[config.mk]
export PLATFORM = sky130hd
export DESIGN_NAME = ext_in_cntrl_flat
export DESIGN_NICKNAME = d
export VERILOG_FILES = /design/src/rtl/ext_in_cntrl_if.sv /design/src/rtl/ext_in_cntrl.sv /design/src/flat_wrapper.sv
export SDC_FILE = /design/constraint.sdc
export NUM_CORES = 1
export LEC_CHECK = 0
export ABC_AREA = 1
export CORE_MARGIN = 3
export CORE_UTILIZATION = 25
export CTS_CLUSTER_SIZE = 20
export DETAILED_ROUTE_END_ITERATION = 8
export PLACE_DENSITY_LB_ADDON = 0.08
export SYNTH_ARGS = -nofsm -noshare
export SYNTH_HDL_FRONTEND = slang
export SYNTH_SLANG_ARGS = --single-unit
[constraint.sdc]
create_clock -name clk -period 2.35 [get_ports clk]
set_clock_uncertainty 0.1 [all_clocks]
set_input_delay 0.235 -clock clk [delete_from_list [all_inputs] [get_ports clk]]
set_output_delay 0.235 -clock clk [all_outputs]
set_load 0.005 [all_outputs]
[src/rtl/ext_in_cntrl_if.sv]
// Byte handshake between an external device and the CPU IN-port controller.
interface ext_in_cntrl_if;
    logic [7:0] ext_data;
    logic       ext_valid;
    logic       ext_ready;

    modport master (output ext_data, output ext_valid, input ext_ready);
    modport slave  (input ext_data, input ext_valid, output ext_ready);
endinterface

[src/rtl/ext_in_cntrl.sv]
// External IN port: device bytes queue in a small FIFO, the IN opcode pops the head.
// Latency: pushed byte visible on in_data the cycle after the push; read is zero-latency.
// Backpressure: ext_ready drops when full (registered count only); IN on empty raises in_stall.
module ext_in_cntrl #(
    parameter int DEPTH = 4,
    parameter int AW    = 2
) (
    input  logic              clk,
    input  logic              rst_n,
    ext_in_cntrl_if.slave     ext,
    input  logic [3:0]        op,
    input  logic              pipe_en,
    output logic [7:0]        in_data,
    output logic              in_stall,
    output logic [AW:0]       count,
    output logic [7:0]        drop_cnt
);

    localparam logic [3:0]  OP_IN = 4'h7;
    localparam logic [AW:0] FULL  = (AW+1)'(DEPTH);

    logic [7:0]    mem [DEPTH];
    logic [AW-1:0] wr_ptr;
    logic [AW-1:0] rd_ptr;
    logic          rdy_en;
    logic          is_in;
    logic          push;
    logic          pop;

    // rdy_en keeps ext_ready low during reset and for no longer than one edge after it
    assign ext.ext_ready = rdy_en & (count != FULL);

    assign is_in    = (op == OP_IN);
    assign push     = ext.ext_valid & ext.ext_ready;
    assign pop      = is_in & pipe_en & (count != '0);
    assign in_stall = is_in & (count == '0);
    assign in_data  = (count != '0) ? mem[rd_ptr] : 8'h00;

    always_ff @(posedge clk or negedge rst_n) begin
        if (!rst_n) begin
            rdy_en   <= 1'b0;
            wr_ptr   <= '0;
            rd_ptr   <= '0;
            count    <= '0;
            drop_cnt <= 8'h00;
            for (int i = 0; i < DEPTH; i++) begin
                mem[i] <= 8'h00;
            end
        end else begin
            rdy_en <= 1'b1;
            if (push) begin
                mem[wr_ptr] <= ext.ext_data;
                wr_ptr      <= wr_ptr + 1'b1;
            end
            if (pop) begin
                rd_ptr <= rd_ptr + 1'b1;
            end
            case ({push, pop})
                2'b10:   count <= count + 1'b1;
                2'b01:   count <= count - 1'b1;
                default: count <= count;
            endcase
            if (ext.ext_valid && !ext.ext_ready && drop_cnt != 8'hFF) begin
                drop_cnt <= drop_cnt + 1'b1;
            end
        end
    end

endmodule

[src/flat_wrapper.sv]
// flat-port wrapper written by rule: the top's interface ports become plain ports
module ext_in_cntrl_flat 
#(
    parameter int DEPTH = 4,
    parameter int AW    = 2
)
  (clk, rst_n, op, pipe_en, in_data, in_stall, count, drop_cnt, ext_ext_data, ext_ext_valid, ext_ext_ready);
  ext_in_cntrl_if ext_i ();
  input  logic clk;
  input  logic rst_n;
  input  logic [3:0] op;
  input  logic pipe_en;
  output logic [7:0] in_data;
  output logic in_stall;
  output logic [AW:0] count;
  output logic [7:0] drop_cnt;
  input wire logic [$bits(ext_i.ext_data)-1:0] ext_ext_data;
  input wire logic [$bits(ext_i.ext_valid)-1:0] ext_ext_valid;
  output wire logic [$bits(ext_i.ext_ready)-1:0] ext_ext_ready;
  assign ext_i.ext_data = ext_ext_data;
  assign ext_i.ext_valid = ext_ext_valid;
  assign ext_ext_ready = ext_i.ext_ready;
  ext_in_cntrl #(.DEPTH(DEPTH), .AW(AW)) u_core (.clk(clk), .rst_n(rst_n), .ext(ext_i), .op(op), .pipe_en(pipe_en), .in_data(in_data), .in_stall(in_stall), .count(count), .drop_cnt(drop_cnt));
endmodule
# ---- Word-level counts from Yosys, hierarchy flattened
# Index checks and enable logic that the tools add are counted.
dict set report classes {
  bitwise 7
  div_mod_pow 0
  n_mux 8
  reduce_logical 7
  order_cmp 3
  n_eq_ne 5
  add_sub_neg 5
  mul 0
  shifts 0
}
# cell count
set op_table {}
lappend op_table {{$bwmux 32} 1}
lappend op_table {{$mux 8} 4}
lappend op_table {{$bmux 8 s2} 1}
lappend op_table {{$demux 8 s2} 1}
lappend op_table {{$add 8x1->8 const B} 1}
lappend op_table {{$ne 8x8->1 const B} 1}
lappend op_table {{$ge 3x3->1 const B} 2}
lappend op_table {{$not 2->3} 2}
lappend op_table {{$pmux 3 s2} 1}
lappend op_table {{$and 1x1->1} 5}
lappend op_table {{$add 2x1->2 const B} 2}
lappend op_table {{$eq 4x3->1 const B} 1}
lappend op_table {{$add 3x1->3 const B} 1}
lappend op_table {{$logic_and 1x1->1} 3}
lappend op_table {{$logic_not 3->1} 1}
lappend op_table {{$lt 3x1->1 const B} 1}
lappend op_table {{$ne 3x3->1 const B} 1}
lappend op_table {{$reduce_bool 3->1} 1}
lappend op_table {{$sub 3x1->3 const B} 1}
lappend op_table {{$eq 2x1->1 const B} 1}
lappend op_table {{$eq 2x2->1 const B} 1}
lappend op_table {{$reduce_bool 2->1} 1}
lappend op_table {{$logic_not 1->1} 1}
dict set report word_totals {
  mem_bits_ro 0
  output_inout_bits 21
  register_bits 48
  input_bits 16
  word_cells 44
  latchBits 0
  mem_bits_rw 0
  n_memories 0
}

# ---- Longest topological paths before layout
# Gate-level depths: netlist of run 1.
dict set report depth {
  word_depth 6
  depth_mapped 12
  ltp_nobuf 11
}

# ---- Worst setup path after synthesis of run 1
# OpenSTA, ideal clock, no wires.
dict set report synth_timing {
  path_type {reg-to-reg}
  start {register u_core.count[0]}
  end {register u_core.count[2]}
  t_required_ns 2.119
  n_path_buf 1
  setup_slack_ns 0.223
  arrival_time_ns 1.896
  synth_period_minus_slack_ns 2.127
  path_stages_with_launch 13
  setup_time_ns 0.131
  cell_sequence {dfrtp_1 -> nor2_1 -> nand2_2 -> nand2_4 -> nor2_4 -> buf_6 -> inv_1 -> ha_1 -> inv_1 -> fa_1 -> a21oi_1 -> o21ai_0 -> xor2_1}
}
dict set report synth_between {
  elab_chain_cells 5
  elab_cells_between_ends 11
  classes_between {add/sub: 2; eq/ne: 3; mux: 1; bitwise: 3; reduce/logical: 2}
}
# element line
set synth_rtl {}
lappend synth_rtl {{start: declaration} ext_in_cntrl.sv:15} ;# output logic [AW:0] count,
lappend synth_rtl {{start signal: assignment} ext_in_cntrl.sv:59} ;# 2'b10: count <= count + 1'b1;
lappend synth_rtl {{start signal: assignment} ext_in_cntrl.sv:60} ;# 2'b01: count <= count - 1'b1;
lappend synth_rtl {{start signal: assignment} ext_in_cntrl.sv:61} ;# default: count <= count;
lappend synth_rtl {{$ne 3x3->1} ext_in_cntrl.sv:31} ;# assign ext.ext_ready = rdy_en & (count != FULL);
lappend synth_rtl {{$and 1x1->1} ext_in_cntrl.sv:31}
lappend synth_rtl {{$and 1x1->1} ext_in_cntrl.sv:34} ;# assign push = ext.ext_valid & ext.ext_ready;
lappend synth_rtl {{$eq 2x1->1 / $eq 2x2->1 (equally long branches)} ext_in_cntrl.sv:58} ;# case ({push, pop})
lappend synth_rtl {{$pmux 3 s2 / $reduce_bool 2->1 (equally long branches)} n/a}
# Several ways; a longest one is shown, not always the timed one.
# A chain may end at the register's enable or synchronous reset.

# ---- Final worst setup path of run 1
dict set report layout_timing {
  start {register u_core.rd_ptr[0]}
  end {output port in_data[4]}
}
dict set report layout_between {
  elab_chain_cells 5
}
# element line
set layout_rtl {}
lappend layout_rtl {{start: declaration} ext_in_cntrl.sv:24} ;# logic [AW-1:0] rd_ptr;
lappend layout_rtl {{start signal: assignment} ext_in_cntrl.sv:56} ;# rd_ptr <= rd_ptr + 1'b1;
lappend layout_rtl {{$not 2->3 (implied by the code)} ext_in_cntrl.sv:37} ;# assign in_data = (count != '0) ? mem[rd_ptr] : 8'h00;
lappend layout_rtl {{$bmux 8 s2} ext_in_cntrl.sv:37}
lappend layout_rtl {{$mux 8 (implied by the code) (2 in a row)} ext_in_cntrl.sv:37}
lappend layout_rtl {{$mux 8} ext_in_cntrl.sv:37}
lappend layout_rtl {{end: declaration} flat_wrapper.sv:13} ;# output logic [7:0] in_data;
# No other way between the ends. The select of a mux whose other input is x is not followed.

==> results.ini, run 1 <==
[run_status]
status=completed

[timing]
fin_hold_ws_ps=301
worst_pin_slew_ps=607
setup_viol=0
tns_ps=0
fmax_mhz=444
period_share_pct=95.7
hold_viol=0
worst_slack_ps=100
slew_headroom_pct=59.5
period_needed_ps=2250
maxSlewViolCount=0

[placed_design]
gp_congestion=0.721
hpwl_mm=4.72
place_ws_ps=71.5
dpl.cell_count=490
port_buffers=36

[yosys]
ys_ff_latch=48
synth_edf_count=0
synth_area_sq_um=2510
syn_avg_cell_area_sq_um=7.65
synth.distinct_cells=24
synth_top_cell_by_area=dfrtp_1
synth_most_common_cell=nand2_1
ys_warn_count=0
netlist_instances=328
seq_area_frac_synth_pct=47.9
yosys-top-cells-area=dfrtp_1 48%, nand2_1 17%, nand3_1 7.4%, nor2_1 6.4%, o21ai_0 4.4%
async_reset_ff_share_pct=100
synthFlopType=dfrtp_1
yosys.area.top_type_share_pct=47.9
synthTopCellsByCount=112 x nand2_1, 48 x dfrtp_1, 43 x nor2_1
syn-num-nets=351

[worst_setup_path]
required_ps=2020
end_kind=primary output
start_kind=register
cp.arrival_ps=1910
cp_max_fo=19
criticalPathCategory=register to primary output

[clock_tree]
clk_path_buf_depth=2
cts.sinks=48
tritoncts=done
htree_levels=2
path_clk_slew_ps=90
cts_root_buf=clkbuf_8
clock_latency_ps=300
numCtsBuffers=5

[floorplan]
die_h_um=106
initial_core_util_pct=26.4
fp-row-count=35
ios=37
dieArea_sq_um=11300
fp.coreArea_sq_um=9500
die_w_um=106

[layout]
fin_cells=500
multi_input_area_sq_um=1190
antenna_cells=0
nFillCells=1038
fin_nets=393
ff_latch_area_sq_um=1200
area_growth_pct=28.1
drive_gt1_share_pct=9.70

[routing]
final_antenna_net_count=0
firstDrtPassIters=4
vias=2218
drt_iter0_markers=111
totalWireLength_mm=7.24
via_per_inst=4.44
drc_errors=0
wl_per_cell_um=14.5

[min_path]
hold_class=input port to async pin

[power]
switchingPower_mw=1.57
vdd_drop_max_mv=0.386
power_switching_share_pct=40.7
p_clk_share_pct=13.8
p_leak_nw=1.60
p_per_area_nw_per_um2=1200
p_int_mw=2.29
p_seq_share_pct=37.1
power_frac_comb_pct=49.1

[global_routing]
grt_pass1_wl_mm=11.8
grt_max_degree=40
grt_antenna_before_repair=0
grt_pass1_vias=2202
grt_use_total_pct=13.3
overflow=0

[job]
max_cap_violations=0

==> power groups by stage <==
stage,Clock [mW],Combinational [mW],Sequential [mW]
global placement,0,1.82,1.44
detailed placement,0,1.83,1.44
finish,0.531,1.90,1.43
global route,0.586,2.13,1.48
floorplan,0,1.00,1.39
CTS,0.560,1.83,1.43
==> worst max-delay path, stage by stage, from the launching register on <==
cell and delay [ps]:
dfrtp_1 400, buf_12 160, inv_2 90, buf_4 160, o21ai_0 120, a21oi_2 150
clkdlybuf4s50_1 510
==> cell families after synthesis <==
| family | count (synthesis) | share of synthesized area (%) |
|---|---|---|
| AOI/OAI and AO/OA | 31 | 6.18 |
| xor gates and xnor gates | 5 | 1.75 |
| adders and majority gates | 7 | 3.79 |
| buffers and inverters | 33 | 5.63 |
| DFF | 48 | 47.9 |
| other | 1 | 0.149 |
| and+or+nand+nor | 203 | 34.6 |
==> area by class of cell <==
cell class,count,area share (%)
multi-input cells,247,37.1
repair buffers,47,15.1
inverters,21,2.61
clock buffers,8,2.80
well taps,129,5.02
flip-flops and latches,48,37.4
==> worst paths after layout <==
kind,cells past startpoint,start,end,slack (ps)
min in group clk,2,u_core.mem[18],u_core.mem[18],370
min,2,rst_n,u_core.mem[16],300
max,6,u_core.rd_ptr[0],in_data[4],100
min reg2reg,2,u_core.mem[18],u_core.mem[18],370
max in group asynchronous,3,rst_n,u_core.drop_cnt[6],1310
max reg2reg,11,u_core.count[0],u_core.count[2],260
==> cells in the final DEF, fill, tap and decap left out, drive strengths merged, types with 3 or more instances in the layout <==
| cell type | n |
|---|---|
| xnor2 | 3 |
| nor2 | 45 |
| o21ai | 22 |
| nand3 | 38 |
| clkbuf | 8 |
| a21oi | 9 |
| dfrtp | 48 |
| ha | 6 |
| inv | 19 |
| buf | 11 |
| clkdlybuf4s50 | 33 |
| nand2 | 118 |
==> metal layers <==
metal  global-route usage [%]  vias to the layer above  share of wire [%]
li1                         -                     1117                  -
met1                     19.6                     1047                 52
met2                     19.2                       45                 42
met3                     2.67                        9                4.3
met4                     4.72                        0                1.5
met5                        0                        -                  0
==> sequential cells by signal, indices dropped and copies added (netlist names) <==
signal           count
u_core.rdy_en        1
u_core.rd_ptr        2
u_core.mem          32
u_core.drop_cnt      8
u_core.wr_ptr        2
u_core.count         3
==> metrics by stage <==
| stage | util, % | power, mW | area (sq um) |
|---|---|---|---|
| 6_report | 33.8 | 3.86 | 3220 |
| 5_1_grt | 33.8 | 4.20 | 3220 |
| 4_1_cts | 33.2 | 3.82 | 3160 |
| 3_5_place_dp | 32.2 | 3.26 | 3060 |
| 3_3_place_gp | 32.2 | 3.26 | 3060 |
| 2_1_floorplan | - | 2.39 | 2510 |
==> repair_timing <==
item	in CTS	in global routing
resized for setup	1	12
buffers inserted	0	1
cloned	0	0
pin swaps	0	1
hold buffers	1	0
endpoints found under the hold margin	17	0
endpoints found under the setup margin	1	9
(Power assumes the default switching activity.)
==> run 2: changes to the inputs <==
- clock period: 2.35 -> 2.92 ns (I/O delays scaled with it)
==> results.ini, run 2 (synthesis gave the netlist of run 1 again) <==
[run_status]
status=completed  ; unchanged

[timing]
fin_hold_ws_ps=348  ; was 301 ps
fmax_mhz=410
setup_viol=0  ; unchanged
tns_ps=0  ; unchanged
hold_viol=0  ; unchanged
period_share_pct=83.5
period_needed_ps=2440
slew_headroom_pct=62.1  ; was 59.5%
maxSlewViolCount=0  ; unchanged
rsz0062_at_grt=false
worst_pin_slew_ps=569  ; was 607 ps

[layout]
area_growth_pct=23.4  ; was 28.1%
reg_top3=u_core.mem (32), u_core.drop_cnt (8), u_core.count (3)  ; unchanged
multi_input_area_sq_um=1170  ; was 1190 sq um
fin_nets=389  ; was 393
final_common_cell=nand2_1  ; unchanged
top_register=u_core.mem  ; unchanged
largest_register_ffs=32  ; unchanged
fin_cells=495  ; was 500
drive_gt1_share_pct=6.28  ; was 9.70%
final_cell_mix=112 x nand2_1, 48 x dfrtp_1, 43 x nor2_1, 37 x nand3_1, 35 x clkdlybuf4s50_1  ; was 112 x nand2_1, 48 x dfrtp_1, 42 x nor2_1, 37 x nand3_1, 33 x clkdlybuf4s50_1
ff_latch_area_sq_um=1200  ; unchanged
antenna_cells=0  ; unchanged
nFillCells=1071  ; was 1038

[floorplan]
initial_core_util_pct=26.4  ; unchanged
fp-row-count=35  ; unchanged
dieArea_sq_um=11300  ; unchanged
die_h_um=106  ; unchanged
fp.coreArea_sq_um=9500  ; unchanged
die_w_um=106  ; unchanged
ios=37  ; unchanged

[clock_tree]
ctsHoldBuffers=1  ; unchanged
tritoncts=done  ; unchanged
path_clk_slew_ps=90  ; about the same
cts_root_buf=clkbuf_8  ; unchanged
post_cts_buffers=0  ; unchanged
clk_path_buf_depth=2  ; unchanged
clock_latency_ps=300  ; about the same
htree_levels=2  ; unchanged
numCtsBuffers=5  ; unchanged
cts.sinks=48  ; unchanged
cts-resized-gates=0  ; was 1

[worst_setup_path]
required_ps=2530  ; was 2020 ps
cp_max_fo=14  ; was 19
cpMostUsedCell=nor2_1
path_cells=buf_4 > nor2_1 > nor2_1 > o21ai_0 > a21oi_1 > clkdlybuf4s50_1  ; was buf_12 > inv_2 > buf_4 > o21ai_0 > a21oi_2 > clkdlybuf4s50_1
criticalPathCategory=register to primary output  ; unchanged
start_kind=register  ; unchanged
end_kind=primary output  ; unchanged
slowest_delay_ps=520  ; was 510 ps
cp.arrival_ps=2050  ; was 1910 ps
slowest_stage=clkdlybuf4s50_1  ; unchanged

[power]
p_per_area_nw_per_um2=948  ; was 1200 nW/um^2
p_leak_nw=1.55  ; was 1.60 nW
finalPower_mw=2.94  ; was 3.86 mW
vdd_drop_max_mv=0.258  ; was 0.386 mV

[global_routing]
grt_pass1_wl_mm=11.9  ; was 11.8 mm
grt_pass1_vias=2210  ; was 2202
grt_use_total_pct=13.3  ; about the same
grt_antenna_before_repair=0  ; unchanged
grt_max_degree=40  ; unchanged
overflow=0  ; unchanged

[placed_design]
port_buffers=36  ; unchanged
dpl.cell_count=487  ; was 490
hpwl_mm=4.75  ; was 4.72 mm
gp_congestion=0.738  ; was 0.721

[routing]
totalWireLength_mm=7.07  ; was 7.24 mm
drc_errors=0  ; unchanged
vias=2196  ; was 2218
via_per_inst=4.44  ; about the same
final_antenna_net_count=0  ; unchanged
firstDrtPassIters=4  ; unchanged
drt_iter0_markers=95  ; was 111
wl_per_cell_um=14.3  ; was 14.5 um

[job]
max_cap_violations=0  ; unchanged

[min_path]
hold_class=input port to async pin  ; unchanged

==> run 2: worst max-delay path, delay by kind of cell, from the launching register on <==
kind                   cells  cell delay [ps]
AO/OA/AOI/OAI              2              280
buffers and inverters      2              800
flip-flops                 1              500
AND/OR/NAND/NOR            2              160
==> run 2: final timing paths <==
| path | start | end | slack [ps] | depth (start not counted) |
|---|---|---|---|---|
| setup / recovery | u_core.rd_ptr[0] | in_data[2] | 480 | 6 |
| hold / removal | rst_n | u_core.mem[16] | 350 | 2 |
| setup reg to reg | u_core.count[0] | u_core.count[2] | 790 | 11 |
| hold reg to reg | u_core.mem[20] | u_core.mem[20] | 370 | 2 |
| max in group asynchronous | rst_n | u_core.mem[28] | 1760 | 3 |
| min in group clk | u_core.mem[20] | u_core.mem[20] | 370 | 2 |
==> run 2: layout make-up <==
cell class / instances / area share, %
Clock buffer: 6 / 2.34
Multi-Input combinational cell: 247 / 37.7
Tap cell: 129 / 5.21
Timing Repair Buffer: 43 / 13.3
Clock inverter: 1 / 0.162
Sequential cell: 48 / 38.8
Inverter: 21 / 2.55
==> run 2: metal layers <==
layer / share of wire, % / track usage, % / up-vias
met3: 5.0 / 3.04 / 2
met5: 0 / 0 / -
li1: - / - / 1108
met4: 0.47 / 2.78 / 0
met1: 51 / 19.3 / 1038
met2: 44 / 20.2 / 48
==> run 2: per-stage QoR <==
stage / setup WS, ps / instance area, sq um / util [%]
floorplan: 793 / 2510 / -
global placement: 540 / 3010 / 31.7
detailed placement: 496 / 3010 / 31.7
CTS: 458 / 3100 / 32.6
global route: 343 / 3100 / 32.6
finish: 481 / 3100 / 32.6
==> run 2: where the power goes <==
group / internal, mW / total (mW) / leakage (nW) / switching, mW
Combinational: 0.619 / 1.39 / 0.899 / 0.770
Sequential: 0.950 / 1.15 / 0.606 / 0.204
Clock: 0.164 / 0.393 / 0.0410 / 0.229
==> run 3: changes to the inputs <==
- clock period: 2.92 -> 2.25 ns (I/O delays scaled with it)
==> results.ini, run 3 (synthesis gave the netlist of run 1 again) <==
[run_status]
status=completed  ; unchanged

[layout]
drive_gt1_share_pct=9.97  ; was 6.28%
nFillCells=1027  ; was 1071
design_area_sq_um=3240  ; was 3100 sq um
largest_register_ffs=32  ; unchanged
fin_nets=394  ; was 389
reg_top3=u_core.mem (32), u_core.drop_cnt (8), u_core.count (3)  ; unchanged
final_common_cell=nand2_1  ; unchanged
final_cell_mix=111 x nand2_1, 48 x dfrtp_1, 41 x nor2_1, 37 x nand3_1, 28 x clkdlybuf4s50_1  ; was 112 x nand2_1, 48 x dfrtp_1, 43 x nor2_1, 37 x nand3_1, 35 x clkdlybuf4s50_1
area_growth_pct=29.1  ; was 23.4%
top_register=u_core.mem  ; unchanged
fin_cells=500  ; was 495
antenna_cells=0  ; unchanged

[clock_tree]
tritoncts=done  ; unchanged
cts.sinks=48  ; unchanged
clock_latency_ps=300  ; about the same
clk_path_buf_depth=2  ; unchanged
numCtsBuffers=5  ; unchanged
htree_levels=2  ; unchanged
cts_root_buf=clkbuf_8  ; unchanged
path_clk_slew_ps=90  ; about the same

[routing]
firstDrtPassIters=4  ; unchanged
drt_iter0_markers=125  ; was 95
wl_per_cell_um=14.2  ; was 14.3 um
via_per_inst=4.48  ; was 4.44
final_antenna_net_count=0  ; unchanged
totalWireLength_mm=7.09  ; was 7.07 mm
vias=2238  ; was 2196
drc_errors=0  ; unchanged

[worst_setup_path]
timing.rr.end=u_core.count[2]  ; unchanged
cp_max_fo=19  ; was 14
end_kind=primary output  ; unchanged
regToRegSetupSlack_ps=180  ; was 790 ps
endpoint=in_data[3]  ; was in_data[2]
start_kind=register  ; unchanged
worstReg2RegStart=u_core.count[1]  ; was u_core.count[0]
criticalPathCategory=register to primary output  ; unchanged
cp.arrival_ps=1850  ; was 2050 ps
rr_worst_depth=11  ; unchanged
required_ps=1920  ; was 2530 ps
critPathLaunch=u_core.rd_ptr[0]  ; unchanged

[floorplan]
ios=37  ; unchanged
fp-row-count=35  ; unchanged
initial_core_util_pct=26.4  ; unchanged
dieArea_sq_um=11300  ; unchanged
fp.coreArea_sq_um=9500  ; unchanged
die_w_um=106  ; unchanged
die_h_um=106  ; unchanged

[timing]
fmax_mhz=460
tns_ps=0  ; unchanged
hold_viol=0  ; unchanged
period_share_pct=96.6
maxSlewViolCount=0  ; unchanged
slew_headroom_pct=65.4  ; was 62.1%
worst_pin_slew_ps=519  ; was 569 ps
rsz0062_at_grt=false  ; unchanged
setup_viol=0  ; unchanged
worst_slack_ps=76.6  ; was 481 ps
period_needed_ps=2170
fin_hold_ws_ps=326  ; was 348 ps

[global_routing]
grt_antenna_before_repair=0  ; unchanged
grt_max_degree=40  ; unchanged
grt_pass1_wl_mm=11.6  ; was 11.9 mm
overflow=0  ; unchanged
grt_use_total_pct=13.1  ; was 13.3%
grt_pass1_vias=2170  ; was 2210

[power]
p_per_area_nw_per_um2=1240  ; was 948 nW/um^2
vdd_drop_max_mv=0.412  ; was 0.258 mV
p_leak_nw=1.67  ; was 1.55 nW

[placed_design]
hpwl_mm=4.69  ; was 4.75 mm
place_ws_ps=-16.1  ; was 496 ps
gp_congestion=0.733  ; was 0.738
dpl.cell_count=490  ; was 487
port_buffers=36  ; unchanged
dpl_cell_area_sq_um=3070  ; was 3010 sq um

[job]
max_cap_violations=0  ; unchanged

[min_path]
hold_class=input port to async pin  ; unchanged

## run 3: changes by cell type in the layout (fill, tap and decap cells not counted), moves of 2 or more
cell | previous run | this run
buf_12 | 0 | 3
clkbuf_8 | 5 | 7
buf_4 | 6 | 8
o21ai_0 | 22 | 20
clkdlybuf4s50_1 | 35 | 28
o21ai_1 | 0 | 2
nor2_1 | 43 | 41
a21oi_1 | 9 | 6
dlymetal6s2s_1 | 0 | 6
a21oi_2 | 0 | 2
## run 3: final cells by class
| cell class | instances | area (sq um) | area share [%] |
|---|---|---|---|
| Clock buffer | 7 | 96.3 | 2.97 |
| Inverter | 21 | 83.8 | 2.59 |
| Multi-Input combinational cell | 247 | 1200 | 37.0 |
| Sequential cell | 48 | 1200 | 37.1 |
| Tap cell | 129 | 161 | 4.98 |
| Timing Repair Buffer | 48 | 499 | 15.4 |
## run 3: worst min-delay path by stage
stage,startpoint,endpoint,slack (ps)
5_1_grt,rst_n,u_core.wr_ptr[1],360
3_3_place_gp,rst_n,u_core.mem[16],140
2_1_floorplan,rst_n,u_core.count[0],-170
3_5_place_dp,rst_n,u_core.mem[16],130
4_1_cts,rst_n,u_core.wr_ptr[1],340
6_report,rst_n,u_core.wr_ptr[1],330
## run 3: worst max-delay path: stages, from the launching register on
cell,delay (ps)
dfrtp_1,400
buf_12,160
inv_2,70
buf_12,140
o21ai_0,110
a21oi_1,150
clkdlybuf4s50_1,520
## run 3: metrics by stage
| stage | total power [mW] | util [%] |
|---|---|---|
| after floorplan | 2.49 | - |
| after detailed placement | 3.44 | 32.3 |
| after CTS | 4.08 | 33.8 |
| final | 4.00 | 34.1 |
| after global placement | 3.44 | 32.3 |
| after global routing | 4.37 | 34.1 |
## run 3: layer usage
layer  track usage [%]  vias up  part of all wire (%)
met5                 0        -                     0
met4              3.42        0                  0.96
met3              2.91        7                   5.4
met2              19.5       53                    44
met1              19.2     1059                    50
li1                  -     1119                     -
## run 3: timing repair
item	CTS	global route
gates resized for setup	8	11
hold buffers	1	0
hold endpoints to repair	19	0
setup endpoints to repair	7	8
cloned	0	0
setup buffers	2	0
pin swaps	1	2
## run 3: where the power goes
part | internal, mW | switching [mW] | total (mW)
clock | 0.275 | 0.293 | 0.568
sequential | 1.23 | 0.260 | 1.49
combinational | 0.885 | 1.06 | 1.94
